[src/rtl/keypad_pkg.sv]
// Definitions shared by the keypad encoder and the entry sequencer:
// key codes and the sequencer state encoding.
package keypad_pkg;

  localparam logic [3:0] KEY_DIGIT_MAX = 4'd9;
  localparam logic [3:0] KEY_CLEAR     = 4'd10;
  localparam logic [3:0] KEY_BKSP      = 4'd11;
  localparam logic [3:0] KEY_ENTER     = 4'd13;
  localparam logic [3:0] KEY_NONE      = 4'd15;

  typedef enum logic [1:0] {
    ST_IDLE    = 2'd0,
    ST_RELEASE = 2'd1,
    ST_OUT     = 2'd2
  } state_t;

endpackage

[src/rtl/key_sync.sv]
// Two-flop synchronizer for the {pressed, code} bundle.
// Both flop stages clear to zero on reset.
module key_sync (
  input  logic       clk,
  input  logic       rst,
  input  logic [4:0] d,
  output logic [4:0] q
);

  logic [4:0] meta;

  always_ff @(posedge clk or posedge rst) begin
    if (rst) begin
      meta <= '0;
      q    <= '0;
    end else begin
      meta <= d;
      q    <= meta;
    end
  end

endmodule

[src/rtl/keypad_entry_ctrl.sv]
// Turns keypad presses into one edit action each, builds a BCD entry and
// hands completed numbers downstream over valid/ready.
module keypad_entry_ctrl
  import keypad_pkg::*;
#(
  parameter int DIGITS = 4
) (
  input  logic                clk,
  input  logic                rst,
  input  logic [3:0]          key_code,
  input  logic                key_pressed,
  input  logic                entry_ready,
  output logic                entry_valid,
  output logic [4*DIGITS-1:0] entry_value,
  output logic [4*DIGITS-1:0] disp_digits,
  output logic [3:0]          digit_count,
  output logic                key_err,
  output logic                busy
);

  // state   | meaning
  // IDLE    | waiting for a press; acts once on it
  // RELEASE | press consumed, waiting for the key to come up
  // OUT     | committed entry held until the consumer takes it
  localparam int         W       = 4 * DIGITS;
  localparam logic [3:0] MAX_CNT = 4'(DIGITS);

  logic [4:0]   sync_q;
  logic         pressed_s;
  logic [3:0]   code_s;
  state_t       state, state_n;
  logic [W-1:0] buffer, buffer_n, value_n;
  logic [3:0]   count, count_n;
  logic         err_n;

  key_sync u_key_sync (
    .clk (clk),
    .rst (rst),
    .d   ({key_pressed, key_code}),
    .q   (sync_q)
  );

  assign {pressed_s, code_s} = sync_q;

  always_ff @(posedge clk or posedge rst) begin
    if (rst) begin
      state       <= ST_IDLE;
      buffer      <= '0;
      count       <= '0;
      entry_value <= '0;
      key_err     <= 1'b0;
    end else begin
      state       <= state_n;
      buffer      <= buffer_n;
      count       <= count_n;
      entry_value <= value_n;
      key_err     <= err_n;
    end
  end

  always_comb begin
    state_n  = state;
    buffer_n = buffer;
    count_n  = count;
    value_n  = entry_value;
    err_n    = 1'b0;
    case (state)
      ST_IDLE: begin
        if (pressed_s) begin
          state_n = ST_RELEASE;
          if (code_s <= KEY_DIGIT_MAX) begin
            // Newest digit enters at the least significant nibble.
            if (count < MAX_CNT) begin
              buffer_n = (buffer << 4) | W'(code_s);
              count_n  = count + 4'd1;
            end else begin
              err_n = 1'b1;
            end
          end else begin
            case (code_s)
              KEY_CLEAR: begin
                buffer_n = '0;
                count_n  = '0;
              end
              KEY_BKSP: begin
                if (count != 4'd0) begin
                  buffer_n = buffer >> 4;
                  count_n  = count - 4'd1;
                end else begin
                  err_n = 1'b1;
                end
              end
              KEY_ENTER: begin
                if (count != 4'd0) begin
                  value_n  = buffer;
                  buffer_n = '0;
                  count_n  = '0;
                  state_n  = ST_OUT;
                end else begin
                  err_n = 1'b1;
                end
              end
              default: err_n = 1'b1;
            endcase
          end
        end
      end
      ST_RELEASE: begin
        if (!pressed_s) state_n = ST_IDLE;
      end
      ST_OUT: begin
        if (entry_ready) state_n = ST_RELEASE;
      end
      default: state_n = ST_IDLE;
    endcase
  end

  assign entry_valid = (state == ST_OUT);
  assign busy        = (state == ST_OUT);
  assign disp_digits = buffer;
  assign digit_count = count;

endmodule

[config.mk]
export PLATFORM = sky130hd
export DESIGN_NAME = keypad_entry_ctrl
export DESIGN_NICKNAME = d
export VERILOG_FILES = /design/src/rtl/keypad_pkg.sv /design/src/rtl/key_sync.sv /design/src/rtl/keypad_entry_ctrl.sv
export SDC_FILE = /design/constraint.sdc
export NUM_CORES = 1
export LEC_CHECK = 0
export ABC_AREA = 1
export CORE_MARGIN = 3
export CORE_UTILIZATION = 46
export CTS_CLUSTER_DIAMETER = 80
export CTS_CLUSTER_SIZE = 24
export DETAILED_ROUTE_END_ITERATION = 7
export PLACE_DENSITY = 0.75
export SKIP_CTS_REPAIR_TIMING = 1
export SLEW_MARGIN = 20
export SYNTH_ARGS = -nofsm -noshare
export SYNTH_HDL_FRONTEND = slang
export SYNTH_SLANG_ARGS = --single-unit
[constraint.sdc]
create_clock -name clk -period 1.6 [get_ports clk]
set_input_delay 0.4 -clock clk [delete_from_list [all_inputs] [get_ports clk]]
set_output_delay 0.4 -clock clk [all_outputs]
set_load 0.1 [all_outputs]
==> flow_metrics.tcl, run 1 <==
set metrics [dict create \
    hold_ws_ns 0.351 \
    p_per_area_nw_per_um2 1950 \
    placed_area_um2 3390 \
    peakVddDrop_v 0.00120 \
    start_util 0.488 \
    ys.flop_type "dfrtp_1" \
    portBuffers 46 \
    area_growth_pct 48.3 \
    reg2reg_slack_ns 0.06 \
    grt_setup_unrepaired "yes" \
    r2r-start "u_key_sync.q[1]$_DFF_PP0_" \
    min_from "u_key_sync.meta[1]$_DFF_PP0_" \
    crit_type "reg -> reg" \
    skew_ns 0.00979 \
    power_frac_clock 0.114 \
    cp_max_fo 18 \
    setup_ws_ns 0.0641 \
    path_clk_slew_ns 0.09 \
    worstSkewPairLatency_ns 0.30 \
    worst_r2r_endpoint "disp_digits[5]$_DFFE_PP0P_" \
    io_pins 47 \
    drt_wl_total_um 5830 \
    power_frac_comb 0.618 \
    multiInputGateArea_um2 985 \
    drv_slew 0 \
    worst-r2r-cell-count 8 \
    fin_area_um2 3530 \
    drive_gt1_frac 0.318 \
    htreeDepth 2 \
    cp_cell_sequence "nor2_4, nand2_1, nand2_4, nand2_2, nand3_2, buf_12, nand3_1, nand2_1" \
    pwr-share-seq 0.267 \
    outcome "complete, no violations" \
    min_delay_path_depth 0 \
    syn_area_um2 2380 \
    synth_area_leaders "dfrtp_1, nand2_1, o21ai_0, nand3_1, o21bai_2" \
    cp_slowest_cell "dfrtp_1" \
    synth_most_common_cell "nand2_1" \
    grt_pass1_vias 2026 \
    synth_edf_count 0 \
    synth_seq_cells 49 \
    antenna_found_initial 0 \
    arrival_ns 1.78 \
    cp_data_required_time_ns 1.84 \
    vias_per_cell 5.24 \
    syn_avg_cell_area_um2 9.03 \
    total_power_mw 6.89 \
    synthArstFlopShare 1.00 \
    whs_endpoint "u_key_sync.q[1]$_DFF_PP0_" \
    clock_path_buffers 2 \
    netlist_instances 264 \
    yosys-top-cells-count "nand2_1, dfrtp_1, inv_1, o21ai_0, nand3_1" \
    drtPass1Iterations 4 \
    cts.root.buffer_cell "clkbuf_8" \
    clock_sinks 49 \
    hold_viol 0 \
    period_share 0.960 \
    placedCellCount 375 \
    grt_max_degree 50 \
    cap_violations 0 \
    slew_headroom 0.798 \
    dpl.hpwl_um 4040 \
    ant_nets 0 \
    instances_no_fill 385 \
    tns_ns 0 \
    fill_cells 344 \
    p_sw_frac 0.509 \
    end_kind "register" \
    chipWidth_um 78.0 \
    hp-class "reg -> reg" \
    num_rows 25 \
    seq_area_um2 1240 \
    numCtsBuffers 5 \
    die_area_um2 6080 \
    period_minus_slack_ns 1.54 \
    gp_congestion 0.888 \
    yosysTopAreaCellShare 0.514 \
    fmax_mhz 651 \
    initialDrtViolationCount 225 \
    synth_fp_nets 275 \
    p_leak_nw 1.62 \
    routedWlPerCell_um 15.1 \
    pre_cts_slack_ns -0.00122 \
    antenna_cells 0 \
    cp_common_cell "nand2_1" \
    yosysUniqueCellTypes 29 \
    grt_pass1_wl_um 9320 \
    dr_total_vias 2016 \
    p_sw_mw 3.51 \
    grt_overflow 0 \
    worst_pin_slew_ns 0.302 \
    max_stage_delay_ns 0.47 \
    ys_warn_count 0 \
    yosys.area.top_type "dfrtp_1" \
    power.internal_mw 3.39 \
    setup_viol 0 \
    startpoint_type "register" \
    drc 0 \
    final_util 0.724 \
    tritoncts "done" \
    finalNetCount 328 \
    die_h_um 78.0 \
    ys_seq_area_frac 0.514 \
    grt_usage 0.194 \
    core-area_um2 4880 \
]
## final cells by class
type	instances	share of cell area
Clock inverter	1	0.00142
Clock buffer	7	0.0273
Sequential cell	49	0.351
Inverter	30	0.0347
Timing Repair Buffer	61	0.283
Multi-Input combinational cell	170	0.279
Tap cell	67	0.0237
## how the worst max path moves through the flow
stage,startpoint,depth (start not counted),end
finish,u_key_sync.q[1]$_DFF_PP0_,8,disp_digits[5]$_DFFE_PP0P_
detailed placement,state[1]$_DFFE_PP0P_,5,entry_value[8]$_DFFE_PP0P_
floorplan,state[0]$_DFFE_PP0P_,4,entry_valid
global placement,digit_count[0]$_DFFE_PP0P_,9,disp_digits[15]$_DFFE_PP0P_
CTS,state[1]$_DFFE_PP0P_,5,entry_value[8]$_DFFE_PP0P_
global route,state[1]$_DFFE_PP0P_,6,entry_value[8]$_DFFE_PP0P_
## worst max-delay path: cells and delay by family (launching register included)
kind | cells | cell delay [ns]
AND/OR/NAND/NOR | 7 | 0.83
buffers and inverters | 1 | 0.16
flip-flops | 1 | 0.47
## power by group through the flow
stage,clock network [mW],registers [mW],logic (mW)
3_3_place_gp,0,1.86,4.11
2_1_floorplan,0,3.53,0.977
3_5_place_dp,0,1.87,4.18
6_report,0.788,1.84,4.26
5_1_grt,0.854,1.87,4.46
4_1_cts,0.805,1.84,4.20
## registers in the layout, summed over array words and instances, names as in the netlist
register         flops
disp_digits         16
entry_value         16
u_key_sync.meta      5
u_key_sync.q         5
digit_count          4
state                2
key_err              1
## placed cells by master, fill, tap and decap left out, types with 4 or more instances in the layout
cell             instances
buf_12                  42
buf_4                   12
clkbuf_8                 7
clkdlybuf4s50_1          7
dfrtp_1                 43
inv_1                   22
inv_2                    5
nand2_1                 61
nand2_4                  4
nand3_1                 25
nor2_1                   8
o21ai_0                 27
o21bai_1                10
o21bai_2                10
## cells by family (layout without fill, tap and decap cells)
| logic type | after synthesis | count (layout) | share of synthesized area |
|---|---|---|---|
| xor gates and xnor gates | 2 | 2 | 0.00735 |
| adders and majority gates | 3 | 3 | 0.0157 |
| DFF | 49 | 49 | 0.514 |
| and+or+nand+nor | 108 | 109 | 0.208 |
| AOI/OAI and AO/OA | 56 | 56 | 0.160 |
| buffers and inverters | 46 | 99 | 0.0945 |
## metal layers
layer | up-vias | share of wire | GRT usage
met5 | - | 0 | 0
met4 | 0 | 0.026 | 0.107
met3 | 15 | 0.055 | 0.0464
met2 | 74 | 0.51 | 0.328
met1 | 969 | 0.41 | 0.224
li1 | 958 | - | -
Power figures use the tool's default switching activity.
==> run 2, diff against run 1 <==
- CORE_UTILIZATION: 46 -> 45
- SYNTH_HIERARCHICAL: not set -> 1
==> run 2 against run 1 <==
  * Combinational power is 7.5% higher
  * Maximum frequency is 2.1% lower
  * Core utilization is 1.1 points higher
  * Clock skew is 0.00068 ns higher
  * Synthesized cell count is 0.76% lower
  * Global-route usage is 1.8 points lower
  * First-iteration DRC count is 29% lower
  * Power is 6.5% higher
  * Critical path depth is 5 lower
  * Cell count is 0.52% higher
  * Clock power is 8.4% lower
  * Clock-buffer cell count is 1 lower
  * Critical endpoint is now busy
  * Largest cell class unchanged
  * Largest power group unchanged
==> flow_metrics.tcl, run 2 <==
set metrics [dict create \
    outcome "complete, no violations" \
    drv_slew 0 \
    synth_seq_cells 49 \
    cp_slowest_cell "dfrtp_2" \
    gp_congestion 0.772 \
    ys.flop_type "dfrtp_1" \
    hold_viol 0 \
    synth_fp_nets 273 \
    synth_most_common_cell "nand2_1" \
    antenna_cells 0 \
    die_area_um2 5820 \
    grt_overflow 0 \
    ys_seq_area_frac 0.552 \
    drive_gt1_frac 0.276 \
    period_minus_slack_ns 1.57 \
    routedWlPerCell_um 12.9 \
    slew_headroom 0.764 \
    worstSkewPairLatency_ns 0.31 \
    chipWidth_um 76.3 \
    cap_violations 0 \
    fin_area_um2 3360 \
    worst_pin_slew_ns 0.354 \
    p_sw_frac 0.532 \
    startpoint_type "register" \
    crit_type "reg -> out" \
    initialDrtViolationCount 160 \
    hp-class "reg -> reg" \
    skew_ns 0.0105 \
    peakVddDrop_v 0.00158 \
    io_pins 47 \
    clock_path_buffers 2 \
    end_kind "output pin" \
    clock_sinks 49 \
    pwr-share-seq 0.277 \
    synth_edf_count 0 \
    reg2reg_slack_ns 0.12 \
    vias_per_cell 4.98 \
    portBuffers 46 \
    power.internal_mw 3.43 \
    grt_max_degree 28 \
    drtPass1Iterations 4 \
    layout_common_cells "nand2_1, dfrtp_1, buf_12, nand3_1, o21ai_0" \
    fmax_mhz 637 \
    max_stage_delay_ns 0.45 \
    grt_pass1_vias 1793 \
    setup_viol 0 \
    cp_data_required_time_ns 1.20 \
    tritoncts "done" \
    p_per_area_nw_per_um2 2190 \
    grt_usage 0.175 \
    syn_avg_cell_area_um2 8.48 \
    grt_pass1_wl_um 8220 \
    yosysTopAreaCellShare 0.552 \
    path_clk_slew_ns 0.08 \
    num_rows 24 \
    finalNetCount 332 \
    power_frac_comb 0.624 \
    numCtsBuffers 5 \
    synthArstFlopShare 1.00 \
    dpl.hpwl_um 3770 \
    dr_total_vias 1929 \
    power_frac_clock 0.098 \
    p_leak_nw 1.60 \
    yosys.area.top_type "dfrtp_1" \
    cp_max_fo 4 \
    htreeDepth 2 \
    final_common_cell "nand2_1" \
    drc 0 \
    pre_cts_slack_ns 0.0446 \
    yosysUniqueCellTypes 17 \
    cts.root.buffer_cell "clkbuf_8" \
    p_sw_mw 3.90 \
    grt_setup_unrepaired "yes" \
    start_util 0.487 \
    instances_no_fill 387 \
    arrival_ns 1.17 \
    ys_warn_count 6 \
    cp_cell_sequence "nand2_4, clkinvlp_4, buf_12" \
    syn_area_um2 2220 \
    total_power_mw 7.34 \
    core-area_um2 4560 \
    final_util 0.735 \
    placedCellCount 376 \
    synth_area_leaders "dfrtp_1, nand2_1, nand3_1, o21ai_0, inv_1" \
    yosys-top-cells-count "nand2_1, dfrtp_1, nand3_1, inv_1, o21ai_0" \
    drt_wl_total_um 4980 \
    die_h_um 76.3 \
    area_growth_pct 51.0 \
    ant_nets 0 \
    netlist_instances 262 \
    setup_ws_ns 0.0310 \
    placed_area_um2 3230 \
    antenna_found_initial 0 \
    period_share 0.981 \
]
-- run 2: cell types whose count changed after synthesis, moves of 5 or more --
cell,before,now
o21ai_2,1,6
nand3_1,25,30
o21bai_2,10,0
o21bai_1,10,0
nand2_1,63,91
-- run 2: worst max-delay path: cells and delay by family, from the launching register on --
family	cells	cell delay [ns]
buffers and inverters	2	0.32
DFF	1	0.45
and+or+nand+nor	1	0.09
-- run 2: worst paths after layout --
check                                                   from                           end  depth (start not counted)
worst max-delay path                    state[1]$_DFFE_PP0P_                          busy                          3
worst min-delay path            u_key_sync/meta[1]$_DFF_PP0_     u_key_sync/q[1]$_DFF_PP0_                          0
worst max register to register     u_key_sync/q[1]$_DFF_PP0_   entry_value[11]$_DFFE_PP0P_                          9
worst min register to register  u_key_sync/meta[1]$_DFF_PP0_     u_key_sync/q[1]$_DFF_PP0_                          0
max in group asynchronous                                rst          state[1]$_DFFE_PP0P_                          3
min in group asynchronous                                rst  u_key_sync/meta[3]$_DFF_PP0_                          2
-- run 2: cell type report --
| cell class | instances | area (µm²) |
|---|---|---|
| inverters | 24 | 93.8 |
| clock buffers | 6 | 72.6 |
| flip-flops and latches | 49 | 1240 |
| clock inverters | 2 | 15.0 |
| multi-input cells | 176 | 843 |
| repair buffers | 65 | 1010 |
| fillers | 330 | 1210 |
| well taps | 65 | 81.3 |
-- run 2: through the flow --
step	hold WS, ns	setup TNS [ns]
2_1_floorplan	0.240	-2.41
3_3_place_gp	0.332	0
3_5_place_dp	0.336	0
4_1_cts	0.355	-0.0244
5_1_grt	0.368	-0.0184
6_report	0.352	0
-- run 2: kinds of logic (layout without fill, tap and decap cells) --
family | after synthesis | after routing | synth area share
AO/OA/AOI/OAI | 33 | 33 | 0.0845
XOR/XNOR | 2 | 2 | 0.00788
adder cells (fa/ha/maj) | 3 | 3 | 0.0169
buffers and inverters | 37 | 97 | 0.0766
flip-flops | 49 | 49 | 0.552
AND/OR/NAND/NOR | 138 | 138 | 0.262
-- run 2: metal layers --
layer / wire [µm] / share of wire / global-route usage
met1: 2140 / 0.43 / 0.223
met2: 2540 / 0.51 / 0.297
met3: 226 / 0.045 / 0.0343
met4: 76 / 0.015 / 0.0634
met5: 0 / 0 / 0
-- run 2: power by group through the flow --
| stage | Combinational, mW | Sequential (mW) | Clock [mW] |
|---|---|---|---|
| floorplan | 0.769 | 4.07 | 0 |
| global placement | 4.51 | 2.05 | 0 |
| detailed placement | 4.56 | 2.06 | 0 |
| CTS | 4.57 | 2.04 | 0.741 |
| global route | 4.78 | 2.08 | 0.782 |
| finish | 4.58 | 2.04 | 0.722 |
==> run 3, diff against run 2 <==
- CELL_PAD_IN_SITES_DETAIL_PLACEMENT: not set -> 1
- CELL_PAD_IN_SITES_GLOBAL_PLACEMENT: not set -> 1
- CORE_MARGIN: 3 -> not set
- CORE_UTILIZATION: 45 -> 34
- PLACE_DENSITY: 0.75 -> not set
- PLACE_DENSITY_LB_ADDON: not set -> 0.1
- clock period: 1.6 -> 1.4 ns (I/O delays scaled with it)
==> run 3 against run 2 <==
  * The flow now finishes with violations (negative setup slack)
  * First-iteration DRC count fell by 34%
  * Critical path depth is 5 higher
  * Final area is 15% higher
  * Clock power grew 51%
  * Critical endpoint is now disp_digits[14]$_DFFE_PP0P_
  * Largest power group unchanged
==> flow_metrics.tcl, run 3 (synthesis gave the netlist of run 2 again) <==
set metrics [dict create \
    hold_viol 0 \
    portBuffers 46 \
    cap_violations 0 \
    slew_headroom 0.755 \
    cts.root.buffer_cell "clkbuf_8" \
    hold_ws_ns 0.329 \
    instances_no_fill 415 \
    worstSkewPairLatency_ns 0.32 \
    drc 0 \
    setup_viol 42 \
    grt_max_degree 40 \
    period_minus_slack_ns 1.51 \
    drv_slew 0 \
    cp_cell_sequence "buf_4, nand2_1, nor2_2, o21ai_4, nand2_4, clkbuf_16, nand2_1, nand2_1" \
    layout_common_cells "nand2_1, dfrtp_1, buf_12, nand3_1, buf_4" \
    skew_ns 0.00737 \
    routedWlPerCell_um 17.5 \
    cp_data_required_time_ns 1.61 \
    arrival_ns 1.72 \
    cp_max_fo 10 \
    chipWidth_um 82.8 \
    tns_ns -2.71 \
    p_leak_nw 1.82 \
    dpl.hpwl_um 4280 \
    violations "negative setup slack" \
    fmax_mhz 664 \
    fin_area_um2 3870 \
    die_area_um2 6860 \
    final_util 0.614 \
    peakVddDrop_v 0.00169 \
    ant_nets 0 \
    grt_pass1_wl_um 10000 \
    antenna_found_initial 0 \
    grt_overflow 0 \
    antenna_cells 0 \
    dr_total_vias 2117 \
    io_pins 47 \
    numCtsBuffers 5 \
    worst_pin_slew_ns 0.366 \
    vias_per_cell 5.10 \
    p_per_area_nw_per_um2 2420 \
    drtPass1Iterations 4 \
    htreeDepth 2 \
    hp-class "in -> async" \
    max_stage_delay_ns 0.45 \
    num_rows 29 \
    period_share 1.08 \
    cp_common_cell "nand2_1" \
    crit_buf_inv 2 \
    grt_setup_unrepaired "yes" \
    placed_area_um2 3360 \
    final_common_cell "nand2_1" \
    total_power_mw 9.36 \
    cp_slowest_cell "dfrtp_2" \
    core-area_um2 6310 \
    tritoncts "done" \
    end_kind "register" \
    startpoint_type "register" \
    crit_type "reg -> reg" \
    initialDrtViolationCount 106 \
    setup_ws_ns -0.105 \
    gp_congestion 0.794 \
    area_growth_pct 74.3 \
    drive_gt1_frac 0.411 \
    die_h_um 82.8 \
    path_clk_slew_ns 0.09 \
    outcome "complete, but fails checks" \
    grt_pass1_vias 2059 \
    finalNetCount 348 \
    grt_usage 0.183 \
    path_delay_family "flip-flops" \
    placedCellCount 394 \
    start_util 0.352 \
    clock_path_buffers 2 \
    clock_sinks 49 \
    pre_cts_slack_ns -0.154 \
    drt_wl_total_um 7260 \
]
-- run 3: cell count changes in the layout (fill, tap and decap cells not counted), sizes merged --
cell	before	now
buf	58	70
bufinv	0	1
clkbuf	6	11
clkinvlp	3	1
-- run 3: layout make-up --
type                       count  area, µm²
clock buffer                   7       86.3
clock inverter                 1       30.0
fill                         670       2440
inverter                      24       98.8
multi-input combinational    176       1050
sequential                    49       1240
tap                           77       96.3
timing repair buffer          81       1270
-- run 3: layer usage --
metal,GRT usage,share of wire,vias up
met4,0.0643,0.030,0
met3,0.0318,0.037,21
met5,0,0,-
met2,0.324,0.54,58
met1,0.225,0.40,1059
li1,-,-,979
-- run 3: final timing paths --
path	end	slack, ns	start	depth (start not counted)
max	disp_digits[14]$_DFFE_PP0P_	-0.11	u_key_sync/q[1]$_DFF_PP0_	8
min	u_key_sync/q[3]$_DFF_PP0_	0.33	rst	2
max reg2reg	disp_digits[14]$_DFFE_PP0P_	-0.11	u_key_sync/q[1]$_DFF_PP0_	8
min reg2reg	u_key_sync/q[0]$_DFF_PP0_	0.36	u_key_sync/meta[0]$_DFF_PP0_	0
max in group asynchronous	entry_value[15]$_DFFE_PP0P_	0.77	rst	3
min in group clk	u_key_sync/q[0]$_DFF_PP0_	0.36	u_key_sync/meta[0]$_DFF_PP0_	0
-- run 3: power breakdown --
group / leakage, nW / switching [mW] / total [mW] / internal [mW]
registers: 0.639 / 0.577 / 2.38 / 1.80
logic: 1.12 / 3.78 / 5.89 / 2.11
clock network: 0.0585 / 0.504 / 1.09 / 0.583
total: 1.82 / 4.86 / 9.36 / 4.50
==> RTL edit 1 (settings of run 1) <==
Take the reset off `buffer` and load it in a clocked block of its own.
--- a/src/rtl/keypad_entry_ctrl.sv
+++ b/src/rtl/keypad_entry_ctrl.sv
@@ -45,17 +45,19 @@
   always_ff @(posedge clk or posedge rst) begin
     if (rst) begin
       state       <= ST_IDLE;
-      buffer      <= '0;
       count       <= '0;
       entry_value <= '0;
       key_err     <= 1'b0;
     end else begin
       state       <= state_n;
-      buffer      <= buffer_n;
       count       <= count_n;
       entry_value <= value_n;
       key_err     <= err_n;
     end
+  end
+
+  always_ff @(posedge clk) begin
+    buffer <= buffer_n;
   end
 
   always_comb begin
Formal check against the unedited RTL: differs if rst is asserted again (counterexample within 4 cycles, from zero or initial values and one cycle with rst high); with rst held inactive, the same outputs for 4 cycles.
==> RTL edit 1 against run 1 <==
  * Final area is 4.7% lower
  * Critical endpoint is now entry_valid
  * Wire length is 22% lower
  * Setup slack worse by 0.037 ns
  * Largest cell class unchanged
  * Global-route usage is 1.6 points lower
  * Total power is 6.9% higher
  * Critical path depth is 4 lower
  * Sequential cell count stayed put
  * Fmax is 2.3% lower
  * Synthesized area is 7.6% lower
==> RTL edit 1: results <==
{
  "grt_max_degree": 34,
  "crit_start": "state[0]",
  "synth_cell_types": 28,
  "power.share.clock_pct": 12.3,
  "synth_edf_count": 16,
  "powerComb_mw": 4.43,
  "met2_length_um": 2350,
  "power_leakage_nw": 1.51,
  "grtUsageMet1_pct": 22.2,
  "r2r_end": "disp_digits[3]",
  "area_share_clock_buf_inv_pct": 3.53,
  "sh_seq_area_pct": 39.2,
  "syn-num-nets": 210,
  "grt_first_pass_wirelength_um": 7530,
  "nMultiInputCombCells": 113,
  "critPathCapture": "entry_valid",
  "cp_top_family": "flip-flops",
  "nets": 267,
  "ir_worst_vdd_uv": 1200,
  "wl_met3_um": 240,
  "multi_input_area_um2": 767,
  "nWellTaps": 52,
  "gp_congestion": 0.850,
  "numCtsBuffers": 5,
  "grt.total_usage_pct": 17.8,
  "drive_gt1_share_pct": 46.3,
  "met3_usage_pct": 4.14,
  "tightestPinTransition_ns": 0.249,
  "grt_pass1_vias": 1603,
  "post-route-drc-count": 0,
  "r2r_setup_slack_ns": 0.09,
  "async_flop_share_pct": 67.3,
  "diodes": 0,
  "p_per_area_mw_per_mm2": 2190,
  "nFillCells": 270,
  "signal_buffer_area_fraction_pct": 28.8,
  "nonClockBufferCount": 57,
  "yosys-top-cells-count": "33 x dfrtp_1, 26 x inv_1, 23 x nand2_1, 18 x nand2_2, 18 x o21ai_2",
  "m1WireLength_um": 1880,
  "reg2reg_from": "u_key_sync.q[3]",
  "cp_slowest_cell": "dfrtp_2",
  "met2_usage_pct": 30.8,
  "fin_worst_skew_ns": 0.0101,
  "ys_seq_area_share_pct": 59.3,
  "min_to": "u_key_sync.q[2]",
  "vias": 1582,
  "synth.area.top_cells": "dfrtp_1 38%, edfxtp_1 22%, o21ai_2 7.2%, nand2_2 5.1%, inv_1 4.4%",
  "status": "complete, no violations",
  "critical-path-max-stage-delay_ns": 0.43,
  "clkSlewWorstSetupHoldPaths_ns": 0.09,
  "clockBufferDepth": 2,
  "wl_um": 4540,
  "min_from": "u_key_sync.meta[2]",
  "post_dp_cell_area_mm2": 0.00322,
  "worstPathMaxFanout": 3,
  "dp_hpwl_um": 3390,
  "initialDrtViolationCount": 97,
  "p_int_mw": 3.69
}
-- RTL edit 1: cell count changes after synthesis, sizes merged --
cell and delta:
nor2 +1, dfrtp -16, o22ai +9, o21ai -9
o21bai -16, edfxtp +16, nand2 -25, clkbuf -1
nand3 -16, buf -8
-- RTL edit 1: per-stage QoR --
stage	hold slack, ns	worst slack, ns	std cells	power, mW
6_report	0.355	0.0272	309	7.37
3_5_place_dp	0.335	0.0601	299	6.48
3_3_place_gp	0.331	0.110	299	6.40
4_1_cts	0.356	-0.0554	307	7.39
2_1_floorplan	0.331	-0.203	199	4.82
5_1_grt	0.369	-0.0133	309	7.66
-- RTL edit 1: kinds of logic (layout without fill, tap and decap cells) --
logic type                 count (synthesis)  in the layout  synth area share, %
buffers and inverters                     37             95                 7.78
AOI/OAI and AO/OA                         40             40                 13.5
adders and majority gates                  3              3                 1.70
DFF                                       49             49                 59.3
and+or+nand+nor                           68             68                 16.9
xor gates and xnor gates                   2              2                0.796
==> RTL edit 2 (flow settings as in run 1) <==
Without the edit above. Set the parameter `DIGITS` to 5 (it was 4).
--- a/src/rtl/keypad_entry_ctrl.sv
+++ b/src/rtl/keypad_entry_ctrl.sv
@@ -3,7 +3,7 @@
 module keypad_entry_ctrl
   import keypad_pkg::*;
 #(
-  parameter int DIGITS = 4
+  parameter int DIGITS = 5
 ) (
   input  logic                clk,
   input  logic                rst,
Ports: changed (resized disp_digits and entry_value); port bits go from 47 to 55. The function was not compared with the original's and may differ.
==> RTL edit 2 against run 1 <==
  * The run now ends with setup timing left
  * Total power grew 23%
  * Sequential share of layout area shrank 3.3 points
  * Sequential cell count grew 8
  * Final area grew 28%
  * Synthesized area grew 19%
  * Via count grew 30%
  * First-iteration DRC count shrank 13%
  * Clock power grew 55%
  * Setup slack lost 0.078 ns
  * Clock skew shrank 0.0018 ns
  * Wire length grew 48%
  * Critical path depth grew 2
  * Final cell count grew 20%
  * Critical path type unchanged
  * Critical endpoint is now disp_digits[7]
  * Largest cell class unchanged
==> RTL edit 2: results <==
{
  "grt_pass1_vias": 2476,
  "nets": 395,
  "crit_start": "digit_count[0]",
  "place_ws_ns": 0.0279,
  "crit_arrival_ns": 1.84,
  "status": "finished with violations",
  "grt.total_usage_pct": 22.5,
  "seq_area_mm2": 0.00144,
  "violations": "setup timing",
  "tns_ns": -0.0263,
  "cp_slowest_cell": "dfrtp_4",
  "timing.final.ws_setup_ns": -0.0137,
  "worstSkewPairLatency_ns": 0.34,
  "setup_viol": 2,
  "yosys-top-cells-count": "78 x nand2_1, 57 x dfrtp_1, 35 x o21ai_0, 31 x inv_1, 29 x nand3_1",
  "firstDrtPassIters": 5,
  "syn-num-nets": 321,
  "nFillCells": 336,
  "drive_gt1_share_pct": 36.7,
  "slew_headroom_pct": 69.1,
  "cts_htree_levels": 3,
  "min_from": "u_key_sync.meta[3]",
  "port_buffers": 54,
  "diodes": 0,
  "clkSlewWorstSetupHoldPaths_ns": 0.07,
  "synth.area.top_cells": "dfrtp_1 50%, nand2_1 10%, o21bai_2 7.9%, o21ai_0 6.2%, nand3_1 5.1%",
  "ys_seq_area_share_pct": 50.3,
  "worstPathMaxFanout": 7,
  "power_leakage_nw": 2.05,
  "grt_first_pass_wirelength_um": 12600,
  "numCtsBuffers": 9,
  "gp_congestion": 0.826,
  "ir_worst_vdd_uv": 1620,
  "wl_um": 8660,
  "via_per_inst": 5.66,
  "initialDrtViolationCount": 196,
  "fin_worst_skew_ns": 0.00800,
  "grt_max_degree": 34
}
RTL edit 2: path summary, 6_finish.rpt:
kind                            cells past startpoint  slack (ns)              end
max in group asynchronous                           3        0.74  u_key_sync.q[2]
worst min register to register                      0        0.35  u_key_sync.q[3]
worst max-delay path                               10       -0.01   disp_digits[7]
min in group asynchronous                           2        0.38  entry_value[16]
worst min-delay path                                0        0.35  u_key_sync.q[3]
worst max register to register                     10       -0.01   disp_digits[7]
RTL edit 2: power by group:
group | internal, mW | total (mW) | switching [mW]
sequential | 1.74 | 2.14 | 0.402
clock | 0.639 | 1.22 | 0.577
combinational | 1.89 | 5.10 | 3.20
RTL edit 2: per-stage QoR:
stage          std cells  instance area, um2  total power, mW
6_report             462                4520             8.45
4_1_cts              451                4340             8.10
2_1_floorplan        311                3080             5.32
5_1_grt              462                4520             8.77
3_3_place_gp         435                4170             6.81
3_5_place_dp         435                4170             6.88
RTL edit 2: area by class of cell:
type / instances / share of cell area [%]
well taps: 72 / 1.99
repair buffers: 79 / 29.1
inverters: 36 / 3.26
clock buffers: 13 / 3.51
clock inverters: 3 / 0.332
flip-flops and latches: 57 / 31.8
multi-input cells: 202 / 30.0
RTL edit 2: cell families (layout without fill, tap and decap cells):
family / after synthesis / in the layout / share of synthesized area [%]
and+or+nand+nor: 131 / 132 / 21.9
AOI/OAI and AO/OA: 67 / 67 / 16.9
DFF: 57 / 57 / 50.3
buffers and inverters: 53 / 131 / 9.75
adders and majority gates: 2 / 2 / 0.882
xor gates and xnor gates: 1 / 1 / 0.309
RTL edit 2: worst max-delay path, delay by kind of cell, from the launching register on:
kind | cells | cell delay, ns
flip-flops | 1 | 0.49
AND/OR/NAND/NOR | 5 | 0.37
AO/OA/AOI/OAI | 1 | 0.10
buffers and inverters | 3 | 0.35
adder cells (fa/ha/maj) | 1 | 0.16
RTL edit 2: routing by layer:
layer	part of all wire (%)	track usage, %	vias to the layer above
li1	-	-	1152
met1	37	28.8	1274
met2	52	36.1	158
met3	7.2	5.30	29
met4	3.3	10.4	0
met5	0	0	-
